`src/rtl/serv_mem_pkg.sv`:
```
// Shared types and constants for the SerV ibus/dbus to SPI-memory arbiter.
// Latency: n/a (declarations only).
// Backpressure: n/a.
package serv_mem_pkg;

    typedef enum logic [1:0] {
        S_IDLE,
        S_GRANT_I,
        S_GRANT_D,
        S_RESP
    } arb_state_t;

    localparam int DEF_MEM_ADR_W = 14;
    localparam logic [3:0] IBUS_FULL_SEL = 4'b1111;

endpackage

```
`src/rtl/ifetch_line_buf.sv`:
```
// One-word instruction buffer: tag (word address), data and valid, with a hit compare and an invalidate port.
// Latency: hit/hit_dat are combinational from lookup_adr; fills and invalidates take effect on the next edge.
// Backpressure: none; fill and invalidate are single-cycle strobes from the arbiter.
module ifetch_line_buf #(
    parameter int ADR_W = 14
) (
    input  logic             clk,
    input  logic             rst_n,
    input  logic [ADR_W-1:0] lookup_adr,
    output logic             hit,
    output logic [31:0]      hit_dat,
    input  logic             fill_en,
    input  logic [ADR_W-1:0] fill_adr,
    input  logic [31:0]      fill_dat,
    input  logic             inval_en,
    input  logic [ADR_W-1:0] inval_adr
);

    logic             vld_q, vld_d;
    logic [ADR_W-1:0] tag_q, tag_d;
    logic [31:0]      dat_q, dat_d;

    always_comb begin
        vld_d = vld_q;
        tag_d = tag_q;
        dat_d = dat_q;
        if (inval_en && (inval_adr == tag_q)) begin
            vld_d = 1'b0;
        end
        if (fill_en) begin
            vld_d = 1'b1;
            tag_d = fill_adr;
            dat_d = fill_dat;
        end
    end

    always_ff @(posedge clk) begin
        if (!rst_n) begin
            vld_q <= 1'b0;
            tag_q <= '0;
            dat_q <= '0;
        end else begin
            vld_q <= vld_d;
            tag_q <= tag_d;
            dat_q <= dat_d;
        end
    end

    assign hit     = vld_q && (tag_q == lookup_adr);
    assign hit_dat = dat_q;

endmodule

```
`src/rtl/serv_mem_arbiter.sv`:
```
// Fixed-priority (dbus first) Wishbone arbiter from SerV ibus/dbus onto the SPI memory slave; IBUS_LINE_BUF_EN adds a one-word fetch buffer.
// Latency: ack one cycle after m_ack; out-of-range or buffer hit acks in the cycle after cyc is sampled.
// Backpressure: one transaction in flight; the losing master simply keeps cyc high until it is served.
module serv_mem_arbiter
    import serv_mem_pkg::*;
#(
    parameter int MEM_ADR_W = DEF_MEM_ADR_W
) (
    input  logic                 clk,
    input  logic                 rst_n,
    input  logic [31:0]          ibus_adr,
    input  logic                 ibus_cyc,
    output logic [31:0]          ibus_rdt,
    output logic                 ibus_ack,
    input  logic [31:0]          dbus_adr,
    input  logic [31:0]          dbus_dat,
    input  logic [3:0]           dbus_sel,
    input  logic                 dbus_we,
    input  logic                 dbus_cyc,
    output logic [31:0]          dbus_rdt,
    output logic                 dbus_ack,
    output logic                 m_cyc,
    output logic [MEM_ADR_W-1:0] m_adr,
    output logic                 m_we,
    output logic [31:0]          m_dat,
    output logic [3:0]           m_sel,
    input  logic [31:0]          m_rdt,
    input  logic                 m_ack
);

    arb_state_t           state_q, state_d;
    logic                 owner_d_q, owner_d_d;
    logic                 m_cyc_q, m_cyc_d;
    logic [MEM_ADR_W-1:0] m_adr_q, m_adr_d;
    logic                 m_we_q, m_we_d;
    logic [31:0]          m_dat_q, m_dat_d;
    logic [3:0]           m_sel_q, m_sel_d;
    logic                 ibus_ack_q, ibus_ack_d;
    logic                 dbus_ack_q, dbus_ack_d;
    logic [31:0]          ibus_rdt_q, ibus_rdt_d;
    logic [31:0]          dbus_rdt_q, dbus_rdt_d;

    logic        i_in_range, d_in_range;
    logic        lb_hit, lb_fill, lb_inval;
    logic [31:0] lb_dat;
    logic        unused_adr_bits;

    assign i_in_range      = ~|ibus_adr[31:MEM_ADR_W+2];
    assign d_in_range      = ~|dbus_adr[31:MEM_ADR_W+2];
    assign unused_adr_bits = ^{ibus_adr[1:0], dbus_adr[1:0]};

`ifdef IBUS_LINE_BUF_EN
    ifetch_line_buf #(
        .ADR_W (MEM_ADR_W)
    ) u_line_buf (
        .clk        (clk),
        .rst_n      (rst_n),
        .lookup_adr (ibus_adr[MEM_ADR_W+1:2]),
        .hit        (lb_hit),
        .hit_dat    (lb_dat),
        .fill_en    (lb_fill),
        .fill_adr   (m_adr_q),
        .fill_dat   (m_rdt),
        .inval_en   (lb_inval),
        .inval_adr  (dbus_adr[MEM_ADR_W+1:2])
    );
`else
    logic unused_lb;
    assign lb_hit    = 1'b0;
    assign lb_dat    = '0;
    assign unused_lb = lb_fill ^ lb_inval;
`endif

    always_comb begin
        state_d    = state_q;
        owner_d_d  = owner_d_q;
        m_cyc_d    = m_cyc_q;
        m_adr_d    = m_adr_q;
        m_we_d     = m_we_q;
        m_dat_d    = m_dat_q;
        m_sel_d    = m_sel_q;
        ibus_ack_d = 1'b0;
        dbus_ack_d = 1'b0;
        ibus_rdt_d = ibus_rdt_q;
        dbus_rdt_d = dbus_rdt_q;
        lb_fill    = 1'b0;
        lb_inval   = 1'b0;
        case (state_q)
            S_IDLE: begin
                if (dbus_cyc) begin
                    owner_d_d = 1'b1;
                    m_adr_d   = dbus_adr[MEM_ADR_W+1:2];
                    m_we_d    = dbus_we;
                    m_dat_d   = dbus_dat;
                    m_sel_d   = dbus_sel;
                    if (d_in_range) begin
                        m_cyc_d  = 1'b1;
                        lb_inval = dbus_we;
                        state_d  = S_GRANT_D;
                    end else begin
                        dbus_ack_d = 1'b1;
                        dbus_rdt_d = '0;
                        state_d    = S_RESP;
                    end
                end else if (ibus_cyc) begin
                    owner_d_d = 1'b0;
                    m_adr_d   = ibus_adr[MEM_ADR_W+1:2];
                    m_we_d    = 1'b0;
                    m_dat_d   = '0;
                    m_sel_d   = IBUS_FULL_SEL;
                    if (!i_in_range || lb_hit) begin
                        // Answered locally: zero for out-of-range, buffered word on a hit.
                        ibus_ack_d = 1'b1;
                        ibus_rdt_d = i_in_range ? lb_dat : 32'h0;
                        state_d    = S_RESP;
                    end else begin
                        m_cyc_d = 1'b1;
                        state_d = S_GRANT_I;
                    end
                end
            end
            S_GRANT_I, S_GRANT_D: begin
                if (m_ack) begin
                    m_cyc_d = 1'b0;
                    state_d = S_RESP;
                    lb_fill = !owner_d_q;
                    if (owner_d_q) begin
                        dbus_ack_d = 1'b1;
                        dbus_rdt_d = m_rdt;
                    end else begin
                        ibus_ack_d = 1'b1;
                        ibus_rdt_d = m_rdt;
                    end
                end
            end
            S_RESP: begin
                state_d = S_IDLE;
            end
            default: begin
                state_d = S_IDLE;
            end
        endcase
    end

    always_ff @(posedge clk) begin
        if (!rst_n) begin
            state_q    <= S_IDLE;
            owner_d_q  <= 1'b0;
            m_cyc_q    <= 1'b0;
            m_adr_q    <= '0;
            m_we_q     <= 1'b0;
            m_dat_q    <= '0;
            m_sel_q    <= '0;
            ibus_ack_q <= 1'b0;
            dbus_ack_q <= 1'b0;
            ibus_rdt_q <= '0;
            dbus_rdt_q <= '0;
        end else begin
            state_q    <= state_d;
            owner_d_q  <= owner_d_d;
            m_cyc_q    <= m_cyc_d;
            m_adr_q    <= m_adr_d;
            m_we_q     <= m_we_d;
            m_dat_q    <= m_dat_d;
            m_sel_q    <= m_sel_d;
            ibus_ack_q <= ibus_ack_d;
            dbus_ack_q <= dbus_ack_d;
            ibus_rdt_q <= ibus_rdt_d;
            dbus_rdt_q <= dbus_rdt_d;
        end
    end

    assign m_cyc    = m_cyc_q;
    assign m_adr    = m_adr_q;
    assign m_we     = m_we_q;
    assign m_dat    = m_dat_q;
    assign m_sel    = m_sel_q;
    assign ibus_ack = ibus_ack_q;
    assign dbus_ack = dbus_ack_q;
    assign ibus_rdt = ibus_rdt_q;
    assign dbus_rdt = dbus_rdt_q;

endmodule

```
`config.mk`:
```
export PLATFORM = sky130hd
export DESIGN_NAME = serv_mem_arbiter
export DESIGN_NICKNAME = d
export VERILOG_FILES = /design/src/rtl/serv_mem_pkg.sv /design/src/rtl/ifetch_line_buf.sv /design/src/rtl/serv_mem_arbiter.sv
export SDC_FILE = /design/constraint.sdc
export NUM_CORES = 1
export LEC_CHECK = 0
export ABC_AREA = 1
export ABC_CLOCK_PERIOD_IN_PS = 1800
export BUFFER_PORTS_ARGS = -buffer_cell sky130_fd_sc_hd__buf_4
export CAP_MARGIN = 5
export CORE_ASPECT_RATIO = 0.7
export CORE_MARGIN = 4
export CORE_UTILIZATION = 40
export CTS_CLUSTER_DIAMETER = 200
export DETAILED_ROUTE_END_ITERATION = 16
export PLACE_DENSITY = 0.75
export SLEW_MARGIN = 20
export SYNTH_ARGS = -nofsm -noshare
export SYNTH_HDL_FRONTEND = slang
export SYNTH_HIERARCHICAL = 1
export SYNTH_SLANG_ARGS = --single-unit
```
`constraint.sdc`:
```
create_clock -name clk -period 1.8 [get_ports clk]
set_input_delay 0.27 -clock clk [delete_from_list [all_inputs] [get_ports clk]]
set_output_delay 0.27 -clock clk [all_outputs]
set_load 0.02 [all_outputs]
```
==> Word level (Yosys, flattened, before mapping) <==
Cells that the tools add are included.
{ "word_totals": {"wordCells": 79, "reg_bits": 121, "in_bits": 138} }
{ "op_classes": {"n_eq_ne": 14, "n_mux": 43, "reduce_logical": 11} }
{ "ops": {"columns": ["cell", "n"], "rows": [
  ["$mux 32", 11],
  ["$pmux 32 s2", 2],
  ["$reduce_or 16->1", 2],
  ["$mux 14", 2],
  ["$mux 1", 18],
  ["$ne 2x2->1 const B", 8],
  ["$reduce_and 5->1", 2],
  ["$ne 3x3->1 const B", 3],
  ["$mux 2", 4],
  ["$mux 4", 2],
  ["$pmux 1 s2", 3],
  ["$pmux 2 s3", 1],
  ["$reduce_and 6->1", 1],
  ["$eq 2x2->1 const B", 2],
  ["$reduce_and 2->1", 2],
  ["$reduce_bool 2->1", 2],
  ["$eq 2x1->1 const B", 1],
  ["$logic_not 2->1", 1],
  ["$reduce_or 2->1", 1]
]} }

==> Longest topological paths before layout <==
{ "logic_depth": {"word_depth": 5, "depth_mapped": 11, "ltp_nobuf": 10} }

==> Least setup slack after synthesis <==
No wires, ideal clock.
{ "synth_timing": {"path_kind": "register -> register", "from": "reg state_q[0]", "to": "reg dbus_rdt_q[22] (netlist: dbus_rdt[22])", "path_slack_ns": 0.031, "path_buffers": 2, "stages_incl_launch_ff": 11, "setup_time_ns": 0.132, "t_required_ns": 1.668, "t_arrival_ns": 1.637, "path_cell_list": "dfxtp_1 > inv_1 > ha_1 > buf_2 > inv_1 > nor2_1 > nor3_4 > nand2_2 > buf_6 > nand2_1 > a21oi_1"} }
{ "synth_via": {"elab_chain_cells": 4} }
{ "synth_rtl": {"columns": ["item", "line_no", "rtl"], "rows": [
  ["from (decl)", "serv_mem_arbiter.sv:31", "arb_state_t state_q, state_d;"],
  ["from (signal assigned)", "serv_mem_arbiter.sv:159", "state_q <= state_d;"],
  ["$eq 2x1->1 / $eq 2x2->1 (equally long branches)", "serv_mem_arbiter.sv:88", "case (state_q)"],
  ["$reduce_or 2->1", "serv_mem_arbiter.sv:88", null],
  ["$ne 2x2->1 (no line) / $reduce_bool 2->1 (equally long branches)", null, null],
  ["$reduce_and 5->1 (no line)", null, null],
  ["to (signal assigned)", "serv_mem_arbiter.sv:169", "dbus_rdt_q <= dbus_rdt_d;"],
  ["to (decl)", "serv_mem_arbiter.sv:41", "logic [31:0] dbus_rdt_q, dbus_rdt_d;"]
]} }
Parallel ways exist; a longest one is shown, timed or not.
A chain may end at the register's enable or synchronous reset.

==> Final worst setup path <==
{ "layout_timing": {"from": "reg state_q[0]", "to": "reg dbus_rdt_q[13] (netlist: dbus_rdt[13])"} }
Same word-level chain as after synthesis.

==> run_results.csv <==
group,metric,value,unit
outcome,status,"complete, no violations",
clock_network,clk_latency,400,ps
logic_synthesis,ys_types,22,
drt,drt-total-wl,16700,um
worst_setup_path,cp-start-kind,"flip-flop",
place,dp_hpwl,12000,um
floorplanning,rows,33,
worst_setup_path,cp.required,2070,ps
worst_setup_path,cp_cell_sequence,"inv_2 -> ha_4 -> o21ai_2 -> nor3_4 -> buf_6 -> nand2_8 -> clkbuf_16 -> nand2_1 -> a21oi_1",
logic_synthesis,synth_area,4990,sq um
global_routing,grt_max_degree,53,
timing,worst_pin_slew,482,ps
timing,relSlewSlack,67.8,%
timing,skew,8.77,ps
timing,hold_viol_final,0,
min_path,min_path_type,"in2reg",
drt,drt-initial-drc-count,328,
floorplanning,start_util,41.8,%
timing,drv_slew,0,
worst_setup_path,critPathKind,"reg2reg",
timing,period_needed,1720,ps
worst_setup_path,crit_family,"buffers and inverters",
clock_network,cts_hold_buf,0,
final_layout,utilization,65.6,%
worst_setup_path,path_buf_inv,3,
logic_synthesis,avgSynthCellArea,7.27,sq um
drt,via_per_inst,4.92,
pwr,power.total,14500,uW
timing,rsz0062_at_grt,"true",
place,place_congestion,0.830,
clock_network,clock_path_buffers,2,
clock_network,cts_buffers,17,
logic_synthesis,synth-seq-cells,121,
worst_setup_path,endpoint_kind,"flip-flop",
final_layout,fillers,1071,
floorplanning,pin_count,256,
drt,drcViolationCount,0,
floorplanning,die_h,101,um
timing,setup_violations,0,
logic_synthesis,syn_nets,827,
worst_setup_path,cpPeakStageDelay,350,ps
final_layout,diodes,0,
final_layout,layoutNonFillerInstCount,1100,
pwr,power_density,1850,nW/um^2
logic_synthesis,syn_inst,686,
pwr,p_leak,0.00366,uW
drt,final_antenna_net_count,0,
global_routing,antenna_found_initial,0,
floorplanning,coreArea,11900,sq um
worst_setup_path,cp_data_arrival_time,1990,ps
drt,vias,5415,
logic_synthesis,ys_warn_count,6,
logic_synthesis,yosysSeqAreaShare,48.5,%
place,post-place-ws,-14.2,ps
place,place.port_buffers,251,
worst_setup_path,slowest_stage,"dfxtp_2",
drt,wl_per_cell,15.1,um
floorplanning,die_x,141,um
final_layout,drive_gt1_share,35.5,%
global_routing,grt_overflow,0,
drt,drt-pass1-iter-count,5,
final_layout,syn2layout_area_growth,56.8,%
pwr,ir_worst_vdd,0.000935,V
timing,max_freq,0.581,GHz
logic_synthesis,synth_edf_count,0,
clock_network,cts-root-buf,"clkbuf_16",
logic_synthesis,synth_async_sr_flop_share,0,%
global_routing,grt_pass1_wl,25600,um
timing,setup_tns,0,ps
clock_network,clock_sinks,121,
clock_network,clkTransAtPathRegs,60,ps
timing,min_period_over_period,95.6,%
final_layout,finalNetCount,1071,
worst_setup_path,cp_max_fo,8,
logic_synthesis,ys.flop_type,"dfxtp_1",
global_routing,grt_use_total,22.5,%
clock_network,cts_tree,"built",
global_routing,grt_pass1_vias,5024,
floorplanning,dieArea,14400,sq um
timing,setup_slack,80.0,ps
run,max-cap-violations,0,
clock_network,h-tree-depth,4,
place,dp.cells,1062,
report_power, final:
group / switching [uW] / internal, uW
Clock: 1260 / 2120
Sequential: 426 / 3480
Combinational: 4190 / 3050
Total: 5870 / 8650
per-stage QoR:
| step | hold slack [ps] | instance area [sq um] |
|---|---|---|
| after global routing | 106 | 7830 |
| after floorplan | 418 | 4990 |
| final | 121 | 7830 |
| after detailed placement | 453 | 7070 |
| after global placement | 449 | 7070 |
| after CTS | 110 | 7670 |
metal layers:
layer | global-route usage [%] | up-vias | share of wire [%] | wire (um)
met5 | 0 | - | 0 | 0
met4 | 6.78 | 0 | 1.5 | 253
met3 | 9.77 | 20 | 11 | 1900
met2 | 36.9 | 234 | 48 | 8020
met1 | 27.1 | 2411 | 39 | 6490
li1 | - | 2750 | - | -
path summary, 6_finish.rpt:
check,end,slack (ps),startpoint,cells past startpoint
worst max register to register,dbus_rdt[13],80,state_q[0],9
worst min-delay path,m_dat[0],120,dbus_dat[0],3
worst min register to register,m_dat[2],460,m_dat[2],2
worst max-delay path,dbus_rdt[13],80,state_q[0],9
cells by family after synthesis:
family	count (synthesis)	share of synthesized area (%)
AO/OA/AOI/OAI	134	14.4
adder cells (fa/ha/maj)	3	0.752
buffers and inverters	76	6.95
flip-flops	121	48.5
AND/OR/NAND/NOR	352	29.4
synth_stat cells (2+ instances only):
master | n | area (sq um)
buf_2 | 7 | 35.0
a31oi_1 | 14 | 87.6
o21ai_0 | 19 | 95.1
nor3_4 | 2 | 32.5
inv_2 | 4 | 15.0
nor2_1 | 65 | 244
inv_1 | 20 | 75.1
ha_1 | 3 | 37.5
a21oi_1 | 94 | 470
nand4_1 | 26 | 163
buf_1 | 4 | 15.0
buf_6 | 7 | 78.8
dfxtp_1 | 121 | 2420
o221a_2 | 4 | 45.0
nand3_1 | 35 | 175
nand2_1 | 222 | 833
clkbuf_1 | 34 | 128
layout make-up:
| type | instances | area, sq um | area share (%) |
|---|---|---|---|
| Clock inverter | 13 | 143 | 1.82 |
| Inverter | 24 | 92.6 | 1.18 |
| Clock buffer | 19 | 453 | 5.79 |
| Sequential cell | 121 | 2430 | 31.0 |
| Timing Repair Buffer | 277 | 2230 | 28.5 |
| Tap cell | 157 | 196 | 2.51 |
| Multi-Input combinational cell | 489 | 2290 | 29.2 |
registers in the layout (all words and copies together), names as in the netlist:
register and flops:
owner_d_q 1, m_cyc 1, state_q 2, m_adr 14, ibus_rdt 32, m_sel 4, ibus_ack 1, dbus_rdt 32
m_dat 32, m_we 1, dbus_ack 1
layout by cell type (no fill, tap or decap), types with 4 or more instances in the layout:
master     instances
a21oi_1           92
nand4_1           26
o221a_2            4
a31oi_1           14
o21ai_0           19
nor2_1            64
inv_1             17
dfxtp_1          119
buf_4            263
inv_2              6
nand2_1          219
clkbuf_16         18
nand3_1           35
buf_12             9
worst reg2reg max path, cell delays in order, from the launching register on:
cell	delay, ps
dfxtp_2	350
inv_2	70
ha_4	320
o21ai_2	90
nor3_4	260
buf_6	150
nand2_8	60
clkbuf_16	170
nand2_1	60
a21oi_1	60
what timing repair did:
action,in CTS,in global routing
pin swaps,0,7
setup buffers,0,4
gates resized for setup,3,26
endpoints found under the hold margin,0,0
setup endpoints to repair,7,96
gates cloned,0,2
No activity file was read; power rests on OpenSTA's default activity.
